## config.mk

```make
export PLATFORM = sky130hd
export DESIGN_NAME = fifo_level_flat
export DESIGN_NICKNAME = d
export VERILOG_FILES = /design/src/rtl/fifo_level_pkg.sv /design/src/rtl/fifo_level_if.sv /design/src/rtl/fifo_level_mem.sv /design/src/rtl/fifo_level.sv /design/src/flat_wrapper.sv
export SDC_FILE = /design/constraint.sdc
export NUM_CORES = 1
export LEC_CHECK = 0
export CELL_PAD_IN_SITES_DETAIL_PLACEMENT = 2
export CELL_PAD_IN_SITES_GLOBAL_PLACEMENT = 2
export CORE_UTILIZATION = 44
export DETAILED_ROUTE_END_ITERATION = 7
export PLACE_DENSITY_LB_ADDON = 0.1
export SLEW_MARGIN = 10
export SYNTH_ARGS = -nofsm -noshare
export SYNTH_HDL_FRONTEND = slang
export SYNTH_SLANG_ARGS = --single-unit
```

## constraint.sdc

```tcl
create_clock -name clk -period 2.2 [get_ports clk]
set_input_delay 0.33 -clock clk [delete_from_list [all_inputs] [get_ports clk]]
set_output_delay 0.33 -clock clk [all_outputs]
set_load 0.1 [all_outputs]
```

## src/rtl/fifo_level_pkg.sv

```systemverilog
// fifo_level_pkg: shared constants and width helpers for the fifo_level slice.
//   clog2 / level_width : pointer and fill-level width derivation
//   DEF_*               : default parameter values used by the interface and modules
package fifo_level_pkg;

    // Ceiling log2 usable in constant expressions.
    function automatic int clog2(input int value);
        int result;
        int remaining;
        result    = 32'sd0;
        remaining = value - 32'sd1;
        while (remaining > 32'sd0) begin
            result    = result + 32'sd1;
            remaining = remaining >> 1;
        end
        return result;
    endfunction

    // The level counter needs one extra bit to represent a completely full FIFO.
    function automatic int level_width(input int depth);
        return clog2(depth) + 32'sd1;
    endfunction

    localparam int DEF_DATA_WIDTH    = 32'sd16;
    localparam int DEF_DATA_DEPTH    = 32'sd32;
    localparam int DEF_AFULL_THRESH  = 32'sd28;
    localparam int DEF_AEMPTY_THRESH = 32'sd4;
    localparam int DEF_LEVEL_WIDTH   = level_width(DEF_DATA_DEPTH);

endpackage

```

## src/rtl/fifo_level_if.sv

```systemverilog
// fifo_level_if: producer/consumer handshake bundle for fifo_level.
//   master : drives write, read, data_in, err_clr; observes data and status
//   slave  : the FIFO side
interface fifo_level_if
    import fifo_level_pkg::*;
#(
    parameter int DATA_WIDTH = DEF_DATA_WIDTH,
    parameter int DATA_DEPTH = DEF_DATA_DEPTH
) ();

    localparam int LW = level_width(DATA_DEPTH);

    logic                  write;
    logic                  read;
    logic [DATA_WIDTH-1:0] data_in;
    logic                  err_clr;
    logic [DATA_WIDTH-1:0] data_out;
    logic                  empty_flag;
    logic                  full_flag;
    logic                  almost_empty;
    logic                  almost_full;
    logic [LW-1:0]         level;
    logic                  overflow;
    logic                  underflow;

    modport master (
        output write, read, data_in, err_clr,
        input  data_out, empty_flag, full_flag, almost_empty, almost_full,
               level, overflow, underflow
    );

    modport slave (
        input  write, read, data_in, err_clr,
        output data_out, empty_flag, full_flag, almost_empty, almost_full,
               level, overflow, underflow
    );

endinterface

```

## src/rtl/fifo_level_mem.sv

```systemverilog
// fifo_level_mem: simple dual-port RAM for fifo_level; storage itself is never reset.
//   clk          : clock
//   rst          : clears the registered read-data latch (standard mode only)
//   we/waddr/wdata : synchronous write port
//   re/raddr     : read enable (standard mode only) and read address
//   rdata        : read data; registered, or asynchronous when FIFO_LEVEL_FWFT_EN is defined
// Configuration macro: FIFO_LEVEL_FWFT_EN selects the asynchronous read port.
module fifo_level_mem
    import fifo_level_pkg::*;
#(
    parameter  int DATA_WIDTH = DEF_DATA_WIDTH,
    parameter  int DATA_DEPTH = DEF_DATA_DEPTH,
    localparam int AW         = clog2(DATA_DEPTH)
) (
    input  logic                  clk,
`ifndef FIFO_LEVEL_FWFT_EN
    input  logic                  rst,
    input  logic                  re,
`endif
    input  logic                  we,
    input  logic [AW-1:0]         waddr,
    input  logic [DATA_WIDTH-1:0] wdata,
    input  logic [AW-1:0]         raddr,
    output logic [DATA_WIDTH-1:0] rdata
);

    logic [DATA_WIDTH-1:0] mem_r [DATA_DEPTH];

    // Synchronous write port.
    always_ff @(posedge clk) begin
        if (we) begin
            mem_r[waddr] <= wdata;
        end
    end

`ifdef FIFO_LEVEL_FWFT_EN
    // Head word is presented combinationally for fall-through operation.
    assign rdata = mem_r[raddr];
`else
    logic [DATA_WIDTH-1:0] rdata_r;

    // Registered read: the latch holds its value between accepted reads.
    always_ff @(posedge clk) begin
        if (rst) begin
            rdata_r <= {DATA_WIDTH{1'b0}};
        end else if (re) begin
            rdata_r <= mem_r[raddr];
        end
    end

    assign rdata = rdata_r;
`endif

endmodule

```

## src/rtl/fifo_level.sv

```systemverilog
// fifo_level: single-clock FIFO with fill level, almost-full/empty flags and
// sticky overflow/underflow errors.
//   clk : clock, rising edge
//   rst : synchronous active-high reset, dominates all requests
//   bus : fifo_level_if.slave (write/read/data_in/err_clr in; data/status out)
// Configuration macro: FIFO_LEVEL_FWFT_EN enables first-word fall-through
// reads; otherwise data_out is registered with one cycle of read latency.
module fifo_level
    import fifo_level_pkg::*;
#(
    parameter int DATA_WIDTH    = DEF_DATA_WIDTH,
    parameter int DATA_DEPTH    = DEF_DATA_DEPTH,
    parameter int AFULL_THRESH  = DEF_AFULL_THRESH,
    parameter int AEMPTY_THRESH = DEF_AEMPTY_THRESH
) (
    input  logic        clk,
    input  logic        rst,
    fifo_level_if.slave bus
);

    localparam int            AW        = clog2(DATA_DEPTH);
    localparam int            LW        = level_width(DATA_DEPTH);
    localparam logic [LW-1:0] DEPTH_LV  = LW'(DATA_DEPTH);
    localparam logic [LW-1:0] AFULL_LV  = LW'(AFULL_THRESH);
    localparam logic [LW-1:0] AEMPTY_LV = LW'(AEMPTY_THRESH);
    localparam logic [LW-1:0] LEVEL_ONE = LW'(1);
    localparam logic [LW-1:0] LEVEL_ZERO = LW'(0);
    localparam logic [AW-1:0] PTR_ONE   = AW'(1);
    localparam logic [AW-1:0] PTR_ZERO  = AW'(0);

    logic [AW-1:0] wr_ptr_r;
    logic [AW-1:0] rd_ptr_r;
    logic [LW-1:0] level_r;
    logic          empty_r;
    logic          full_r;
    logic          aempty_r;
    logic          afull_r;
    logic          overflow_r;
    logic          underflow_r;

    logic          rd_ok_s;
    logic          wr_ok_s;
    logic [LW-1:0] level_next_s;

    // Request acceptance and next fill level. A write at full is only taken
    // when a read frees a slot in the same cycle.
    always_comb begin
        rd_ok_s      = bus.read & ~empty_r;
        wr_ok_s      = bus.write & (~full_r | rd_ok_s);
        level_next_s = level_r;
        if (wr_ok_s && !rd_ok_s) begin
            level_next_s = level_r + LEVEL_ONE;
        end else if (rd_ok_s && !wr_ok_s) begin
            level_next_s = level_r - LEVEL_ONE;
        end else begin
            level_next_s = level_r;
        end
    end

    // Pointers, level, flags (derived from the next level) and sticky errors.
    always_ff @(posedge clk) begin
        if (rst) begin
            wr_ptr_r    <= PTR_ZERO;
            rd_ptr_r    <= PTR_ZERO;
            level_r     <= LEVEL_ZERO;
            empty_r     <= 1'b1;
            full_r      <= 1'b0;
            aempty_r    <= 1'b1;
            afull_r     <= 1'b0;
            overflow_r  <= 1'b0;
            underflow_r <= 1'b0;
        end else begin
            if (wr_ok_s) begin
                wr_ptr_r <= wr_ptr_r + PTR_ONE;
            end
            if (rd_ok_s) begin
                rd_ptr_r <= rd_ptr_r + PTR_ONE;
            end
            level_r  <= level_next_s;
            empty_r  <= (level_next_s == LEVEL_ZERO);
            full_r   <= (level_next_s == DEPTH_LV);
            aempty_r <= (level_next_s <= AEMPTY_LV);
            afull_r  <= (level_next_s >= AFULL_LV);
            // A new error event outranks a simultaneous clear.
            if (bus.write && !wr_ok_s) begin
                overflow_r <= 1'b1;
            end else if (bus.err_clr) begin
                overflow_r <= 1'b0;
            end
            if (bus.read && !rd_ok_s) begin
                underflow_r <= 1'b1;
            end else if (bus.err_clr) begin
                underflow_r <= 1'b0;
            end
        end
    end

    fifo_level_mem #(
        .DATA_WIDTH (DATA_WIDTH),
        .DATA_DEPTH (DATA_DEPTH)
    ) u_mem (
        .clk   (clk),
`ifndef FIFO_LEVEL_FWFT_EN
        .rst   (rst),
        .re    (rd_ok_s),
`endif
        .we    (wr_ok_s),
        .waddr (wr_ptr_r),
        .wdata (bus.data_in),
        .raddr (rd_ptr_r),
        .rdata (bus.data_out)
    );

    assign bus.empty_flag   = empty_r;
    assign bus.full_flag    = full_r;
    assign bus.almost_empty = aempty_r;
    assign bus.almost_full  = afull_r;
    assign bus.level        = level_r;
    assign bus.overflow     = overflow_r;
    assign bus.underflow    = underflow_r;

endmodule

```

## src/flat_wrapper.sv

```systemverilog
// flat-port wrapper written by rule: the top's interface ports become plain ports
module fifo_level_flat import fifo_level_pkg::*;
#(
    parameter int DATA_WIDTH    = DEF_DATA_WIDTH,
    parameter int DATA_DEPTH    = DEF_DATA_DEPTH,
    parameter int AFULL_THRESH  = DEF_AFULL_THRESH,
    parameter int AEMPTY_THRESH = DEF_AEMPTY_THRESH
)
  (clk, rst, bus_write, bus_read, bus_data_in, bus_err_clr, bus_data_out, bus_empty_flag, bus_full_flag, bus_almost_empty, bus_almost_full, bus_level, bus_overflow, bus_underflow);
  fifo_level_if #(.DATA_WIDTH(DATA_WIDTH), .DATA_DEPTH(DATA_DEPTH)) bus_i ();
  input  logic clk;
  input  logic rst;
  input wire logic [$bits(bus_i.write)-1:0] bus_write;
  input wire logic [$bits(bus_i.read)-1:0] bus_read;
  input wire logic [$bits(bus_i.data_in)-1:0] bus_data_in;
  input wire logic [$bits(bus_i.err_clr)-1:0] bus_err_clr;
  output wire logic [$bits(bus_i.data_out)-1:0] bus_data_out;
  output wire logic [$bits(bus_i.empty_flag)-1:0] bus_empty_flag;
  output wire logic [$bits(bus_i.full_flag)-1:0] bus_full_flag;
  output wire logic [$bits(bus_i.almost_empty)-1:0] bus_almost_empty;
  output wire logic [$bits(bus_i.almost_full)-1:0] bus_almost_full;
  output wire logic [$bits(bus_i.level)-1:0] bus_level;
  output wire logic [$bits(bus_i.overflow)-1:0] bus_overflow;
  output wire logic [$bits(bus_i.underflow)-1:0] bus_underflow;
  assign bus_i.write = bus_write;
  assign bus_i.read = bus_read;
  assign bus_i.data_in = bus_data_in;
  assign bus_i.err_clr = bus_err_clr;
  assign bus_data_out = bus_i.data_out;
  assign bus_empty_flag = bus_i.empty_flag;
  assign bus_full_flag = bus_i.full_flag;
  assign bus_almost_empty = bus_i.almost_empty;
  assign bus_almost_full = bus_i.almost_full;
  assign bus_level = bus_i.level;
  assign bus_overflow = bus_i.overflow;
  assign bus_underflow = bus_i.underflow;
  fifo_level #(.DATA_WIDTH(DATA_WIDTH), .DATA_DEPTH(DATA_DEPTH), .AFULL_THRESH(AFULL_THRESH), .AEMPTY_THRESH(AEMPTY_THRESH)) u_core (.clk(clk), .rst(rst), .bus(bus_i));
endmodule
```

# --- Word level (Yosys, flattened, before mapping) ---
# Memory sizes are Yosys's and may differ from the RTL's. A register that Yosys moved wholly into a read port is not among the register bits.
# Cells that the tools add are included.
# W data, S select, Z words.
op_classes:
  n_addsub: 4
  order_cmp: 2
  n_eq_ne: 1
  n_mux: 7
  bitwise_logic: 5
  n_reduce_logical: 9
op_table:
  columns: ["cell", "n"]
  rows:
  - ["$mux W6", 2]
  - ["$add A5 B1 Y5 const B", 2]
  - ["$add A6 B1 Y6 const B", 1]
  - ["$eq A6 B6 Y1 const B", 1]
  - ["$ge A6 B5 Y1 const B", 1]
  - ["$le A6 B3 Y1 const B", 1]
  - ["$logic_not A6 Y1", 1]
  - ["$sub A6 B1 Y6 const B", 1]
  - ["$mux W1", 5]
  - ["$logic_and A1 B1 Y1", 4]
  - ["$reduce_bool A2 Y1", 2]
  - ["$and A1 B1 Y1", 2]
  - ["$logic_not A1 Y1", 2]
  - ["$not A1 Y1", 2]
  - ["$or A1 B1 Y1", 1]
totals:
  reg_bits: 22
  ramBits: 512
  inputBits: 21
  out_inout_bits: 28
  word_cells: 38
  n_memories: 1
memory_table:
  columns: ["name", "words", "word_bits", "rd", "rd_clocked_by_memory_dff", "write_ports", "line", "text"]
  rows:
  - ["u_core.u_mem.mem_r", 32, 16, 1, 1, 1, "fifo_level_mem.sv:27", "logic [DATA_WIDTH-1:0] mem_r [DATA_DEPTH];"]

# --- Longest topological paths before layout ---
logic_depth:
  word_depth: 9
  ltp_mapped: 8
  depth_no_buf: 7

# --- Cells and area by module ---
# From an unflattened synthesis, not the netlist that was laid out.
hier_totals:
  cells_unflattened: 1264
  hier_area_um2: 21593.2
modules_own_cells:
  columns: ["module", "instances", "cells_each", "area_each_um2", "seq_area_each_um2"]
  rows:
  - ["fifo_level_mem", 1, 1146, 20538.4, 15695.1]
  - ["fifo_level", 1, 118, 1054.8, 440.4]

# --- Worst setup path after synthesis ---
# OpenSTA, ideal clock, no wires.
synth_timing:
  kind: "reg-to-reg"
  startpoint: "register u_core.level_r[1], in the netlist u_core.bus.level[1]"
  endpoint: "register u_core.full_r, in the netlist u_core.bus.full_flag"
  setup_ns: 0.089
  arrival_ns: 2.773
  required_ns: 2.111
  slack_ns: -0.662
  path_stages_with_launch: 8
  n_path_buf: 1
  period_less_slack_ns: 2.862
  path_cell_list: "dfxtp_1 > clkbuf_1 > inv_1 > ha_1 > or4_1 > and3b_1 > or2_4 > nor4b_4"
synth_between:
  elab_chain_cells: 4
  word_cells_on_any_way: 5
  cone_classes: "add/sub (2); eq/ne (1); mux (2)"
synth_lines:
  columns: ["element", "line", "text"]
  rows:
  - ["from (decl)", "fifo_level.sv:33", "logic [LW-1:0] level_r;"]
  - ["from (signal assigned)", "fifo_level.sv:79", "level_r <= level_next_s;"]
  - ["$sub A6 B1 Y6", "fifo_level.sv:54", "level_next_s = level_r - LEVEL_ONE;"]
  - ["$mux W6", "fifo_level.sv:53", "end else if (rd_ok_s && !wr_ok_s) begin"]
  - ["$mux W6 (*)", "fifo_level.sv:51", "if (wr_ok_s && !rd_ok_s) begin"]
  - ["$eq A6 B6 Y1 (*)", "fifo_level.sv:81", "full_r <= (level_next_s == DEPTH_LV);"]
  - ["to (signal assigned)", "fifo_level.sv:81", null]
  - ["to (decl)", "fifo_level.sv:35", "logic full_r;"]
# Mark *: on every way between the ends. The rest lies on a longest branch, timed or not.
# A chain may end at the register's enable or synchronous reset.

==> insert_results.sql <==
INSERT INTO impl_metrics (metric_group, metric, value, unit) VALUES
('worst_setup_path', 'timing.reg2reg.setup_slack', '-0.03', 'ns'),
('floorplan', 'core', '47700', 'µm²'),
('global_routing', 'grt_pass1_vias', '12400', ''),
('floorplan', 'floorplan.initialDensity', '0.446', ''),
('clock_network', 'clock_pin_slew_reported_for_the_worst_setup_and_hold_paths_after_clock_tree_synthesis', '0.06', 'ns'),
('worst_setup_path', 'worst-path-max-fanout', '14', ''),
('sta', 'setup_viol', '1', ''),
('detailed_routing', 'wl_per_cell', '33.4', 'µm'),
('global_routing', 'antenna_found_initial', '0', ''),
('logic_synthesis', 'synthesis.yosys.warnings', '0', ''),
('floorplan', 'die_h', '222', 'µm'),
('logic_synthesis', 'synthesis.instances', '1062', ''),
('power_and_ir_drop', 'power_density', '970', 'nW/µm²'),
('finish', 'area_growth_syn_to_layout', '24.8', '%'),
('power_and_ir_drop', 'leakage', '8.42', 'nW'),
('finish', 'final_core_util', '0.556', ''),
('detailed_routing', 'route.vias.total', '11400', ''),
('worst_setup_path', 'worst-endpoint-required', '2.71', 'ns'),
('floorplan', 'floorplan.rows', '80', ''),
('logic_synthesis', 'mappedNetlistNets', '1090', ''),
('placed_design', 'gpl.final_weighted_congestion', '0.790', ''),
('worst_setup_path', 'path_class', 'register to register', ''),
('sta', 'period_needed', '2.23', 'ns'),
('placed_design', 'place_hpwl', '40300', 'µm'),
('global_routing', 'gr-total-overflow', '0', ''),
('detailed_routing', 'detail-route-antenna-nets', '0', ''),
('run_status', 'violated_checks', 'setup timing', ''),
('hold_path', 'hold-path-cell-count', '4', ''),
('placed_design', 'place_area', '24100', 'µm²'),
('power_and_ir_drop', 'power_frac_comb', '0.147', ''),
('sta', 'fin_crit_sh', '1.01', ''),
('finish', 'instances_no_fill', '1930', ''),
('sta', 'timing.hold.ws', '0.381', 'ns'),
('power_and_ir_drop', 'seq_power_share', '0.457', ''),
('sta', 'timing_worst_slew_pin_value', '0.654', 'ns'),
('finish', 'design_area', '26600', 'µm²'),
('logic_synthesis', 'yosys.cell_types.count', '54', ''),
('power_and_ir_drop', 'power_frac_clock', '0.396', ''),
('logic_synthesis', 'seq_total_area_yosys', '0.758', ''),
('placed_design', 'buffer_ports.inserted', '48', ''),
('clock_network', 'numClockSinks', '550', ''),
('finish', 'drive_above_1_share', '0.362', ''),
('clock_network', 'clock-root-buffer', 'sky130_fd_sc_hd__clkbuf_16', ''),
('detailed_routing', 'initialDrtViolationCount', '980', ''),
('run_status', 'outcome', 'finished with violations', ''),
('detailed_routing', 'detailedRoute.firstPassIterationCount', '5', ''),
('power_and_ir_drop', 'irDropWorstVdd', '0.754', 'mV'),
('run', 'maxCapViolations', '0', ''),
('worst_setup_path', 'destination_of_the_worst_register_to_register_timing_path', 'u_core.u_mem.rdata[0]', ''),
('power_and_ir_drop', 'switching_power', '0.00652', 'W'),
('worst_setup_path', 'critPathLaunch', 'u_core.rd_ptr_r[0]', ''),
('detailed_routing', 'drc', '0', ''),
('logic_synthesis', 'synthesis.area_per_instance', '20.0', 'µm²'),
('worst_setup_path', 'arrival', '2.74', 'ns'),
('floorplan', 'die_w', '222', 'µm'),
('power_and_ir_drop', 'power.switching_fraction', '0.253', ''),
('floorplan', 'design.die.area', '49300', 'µm²'),
('sta', 'achievable-frequency', '449', 'MHz'),
('hold_path', 'worstHoldStart', 'bus_err_clr', ''),
('logic_synthesis', 'ys_async_sr_fraction', '0', ''),
('worst_setup_path', 'crit-reg2reg-launch', 'u_core.rd_ptr_r[0]', ''),
('clock_network', 'cts_buffer_depth', '3', ''),
('clock_network', 'clock_tree_from_tritoncts', 'built', ''),
('worst_setup_path', 'critical_path.startpoint_type', 'register', ''),
('clock_network', 'worst_skew_pair.late_latency', '0.62', 'ns'),
('logic_synthesis', 'synth_ff_type', 'sky130_fd_sc_hd__edfxtp_1', ''),
('floorplan', 'i_o_pin_total', '49', ''),
('sta', 'hold_violations', '0', ''),
('sta', 'finalWorstSetupSlack', '-0.0254', 'ns'),
('clock_network', 'ctsHtreeMaxLevel', '2', ''),
('worst_setup_path', 'rr_worst_depth', '6', '');
-- sequential cells by signal, indices dropped and copies added, names as in the netlist --
| register | flops |
|---|---|
| u_core.bus.almost_full | 1 |
| u_core.bus.full_flag | 1 |
| u_core.bus.underflow | 1 |
| u_core.rd_ptr_r | 5 |
| u_core.bus.overflow | 1 |
| u_core.u_mem.rdata | 16 |
| u_core.bus.empty_flag | 1 |
| u_core.bus.almost_empty | 1 |
| u_core.u_mem.mem_r | 512 |
| u_core.bus.level | 6 |
| u_core.wr_ptr_r | 5 |
-- power groups by stage --
stage | sequential (W) | clock, W | combinational (W)
detailed placement | 0.0120 | 0 | 0.00349
CTS | 0.0118 | 0.0104 | 0.00364
finish | 0.0118 | 0.0102 | 0.00379
floorplan | 0.0125 | 0 | 0.00161
global route | 0.0118 | 0.0107 | 0.00395
global placement | 0.0120 | 0 | 0.00340
-- how the worst max path moves through the flow --
| stage | endpoint | slack (ns) | cells after the start |
|---|---|---|---|
| final | u_core.u_mem.rdata[0] | -0.03 | 6 |
| after global routing | u_core.u_mem.rdata[14] | -0.03 | 7 |
| after CTS | u_core.u_mem.rdata[2] | -0.03 | 9 |
| after detailed placement | u_core.u_mem.rdata[9] | -0.21 | 5 |
| after global placement | u_core.u_mem.rdata[9] | -0.24 | 5 |
| after floorplan | u_core.u_mem.mem_r[11][0] | -0.08 | 4 |
-- cell usage after synthesis, drive strengths merged, types with 3 or more instances --
library cell,instances
mux2i,93
nor2,57
nand3,3
nor2b,3
mux4,97
buf,33
ha,7
clkbuf,28
xnor2,8
nand4,4
o221ai,31
inv,7
a21oi,33
xor2,4
o21ai,33
and2,5
dfxtp,38
nand3b,4
nand2,15
edfxtp,512
a32o,16
-- logic make-up (layout without fill, tap and decap cells) --
family,count (synthesis),count (layout),share of synthesized area
flip-flops,550,550,0.758
multiplexers,190,190,0.146
AO/OA/AOI/OAI,127,127,0.0427
AND/OR/NAND/NOR,107,107,0.0253
buffers and inverters,69,321,0.0177
XOR/XNOR,12,12,0.00582
adder cells (fa/ha/maj),7,7,0.00411
other,0,1,0
-- critical path: stages, from the launching register on --
cell,delay [ns]
sky130_fd_sc_hd__dfxtp_4,0.39
sky130_fd_sc_hd__buf_4,0.15
sky130_fd_sc_hd__clkbuf_16,0.21
sky130_fd_sc_hd__mux4_2,0.55
sky130_fd_sc_hd__mux2i_1,0.33
sky130_fd_sc_hd__o21ai_2,0.19
sky130_fd_sc_hd__a32o_1,0.29
-- final cells by class --
type,instances,area (µm²),area share
inverters,8,32.5,0.00122
clock buffers,76,1590,0.0599
well taps,615,769,0.0290
multi-input cells,443,5300,0.200
clock inverters,29,372,0.0140
flip-flops and latches,550,16200,0.608
repair buffers,208,2340,0.0882
diodes,1,2.50,0.0000942
-- layout by cell type, fill, tap and decap left out, types with 16 or more instances in the layout --
| cell | synthesis | layout |
|---|---|---|
| sky130_fd_sc_hd__a21oi_1 | 33 | 17 |
| sky130_fd_sc_hd__a32o_1 | 16 | 16 |
| sky130_fd_sc_hd__nor2_1 | 57 | 24 |
| sky130_fd_sc_hd__buf_4 | 12 | 128 |
| sky130_fd_sc_hd__buf_12 | 0 | 47 |
| sky130_fd_sc_hd__a21oi_2 | 0 | 16 |
| sky130_fd_sc_hd__dfxtp_1 | 38 | 31 |
| sky130_fd_sc_hd__o21ai_0 | 30 | 17 |
| sky130_fd_sc_hd__clkbuf_16 | 0 | 61 |
| sky130_fd_sc_hd__clkdlybuf4s50_1 | 0 | 20 |
| sky130_fd_sc_hd__mux4_2 | 97 | 97 |
| sky130_fd_sc_hd__mux2i_1 | 93 | 77 |
| sky130_fd_sc_hd__nor2_4 | 0 | 32 |
| sky130_fd_sc_hd__o221ai_1 | 31 | 23 |
| sky130_fd_sc_hd__edfxtp_1 | 512 | 512 |
-- stage by stage --
step	total power [W]	setup WS, ns
final	0.0258	-0.0254
after floorplan	0.0141	-0.0754
after CTS	0.0258	-0.0335
after detailed placement	0.0155	-0.215
after global placement	0.0154	-0.238
after global routing	0.0264	-0.0303
-- what timing repair did --
item	CTS	global route
cloned	0	2
hold buffers	0	0
buffers inserted	7	6
pin swaps	1	3
endpoints found under the setup margin	15	14
resized for setup	44	36
-- metal layers --
metal / vias to the layer above / global-route usage / wire length (µm)
li1: 4806 / - / -
met1: 6160 / 0.335 / 25800
met2: 319 / 0.465 / 33700
met3: 103 / 0.0406 / 2760
met4: 0 / 0.0948 / 2230
met5: - / 0 / 0
No activity file was read; power rests on OpenSTA's default activity.
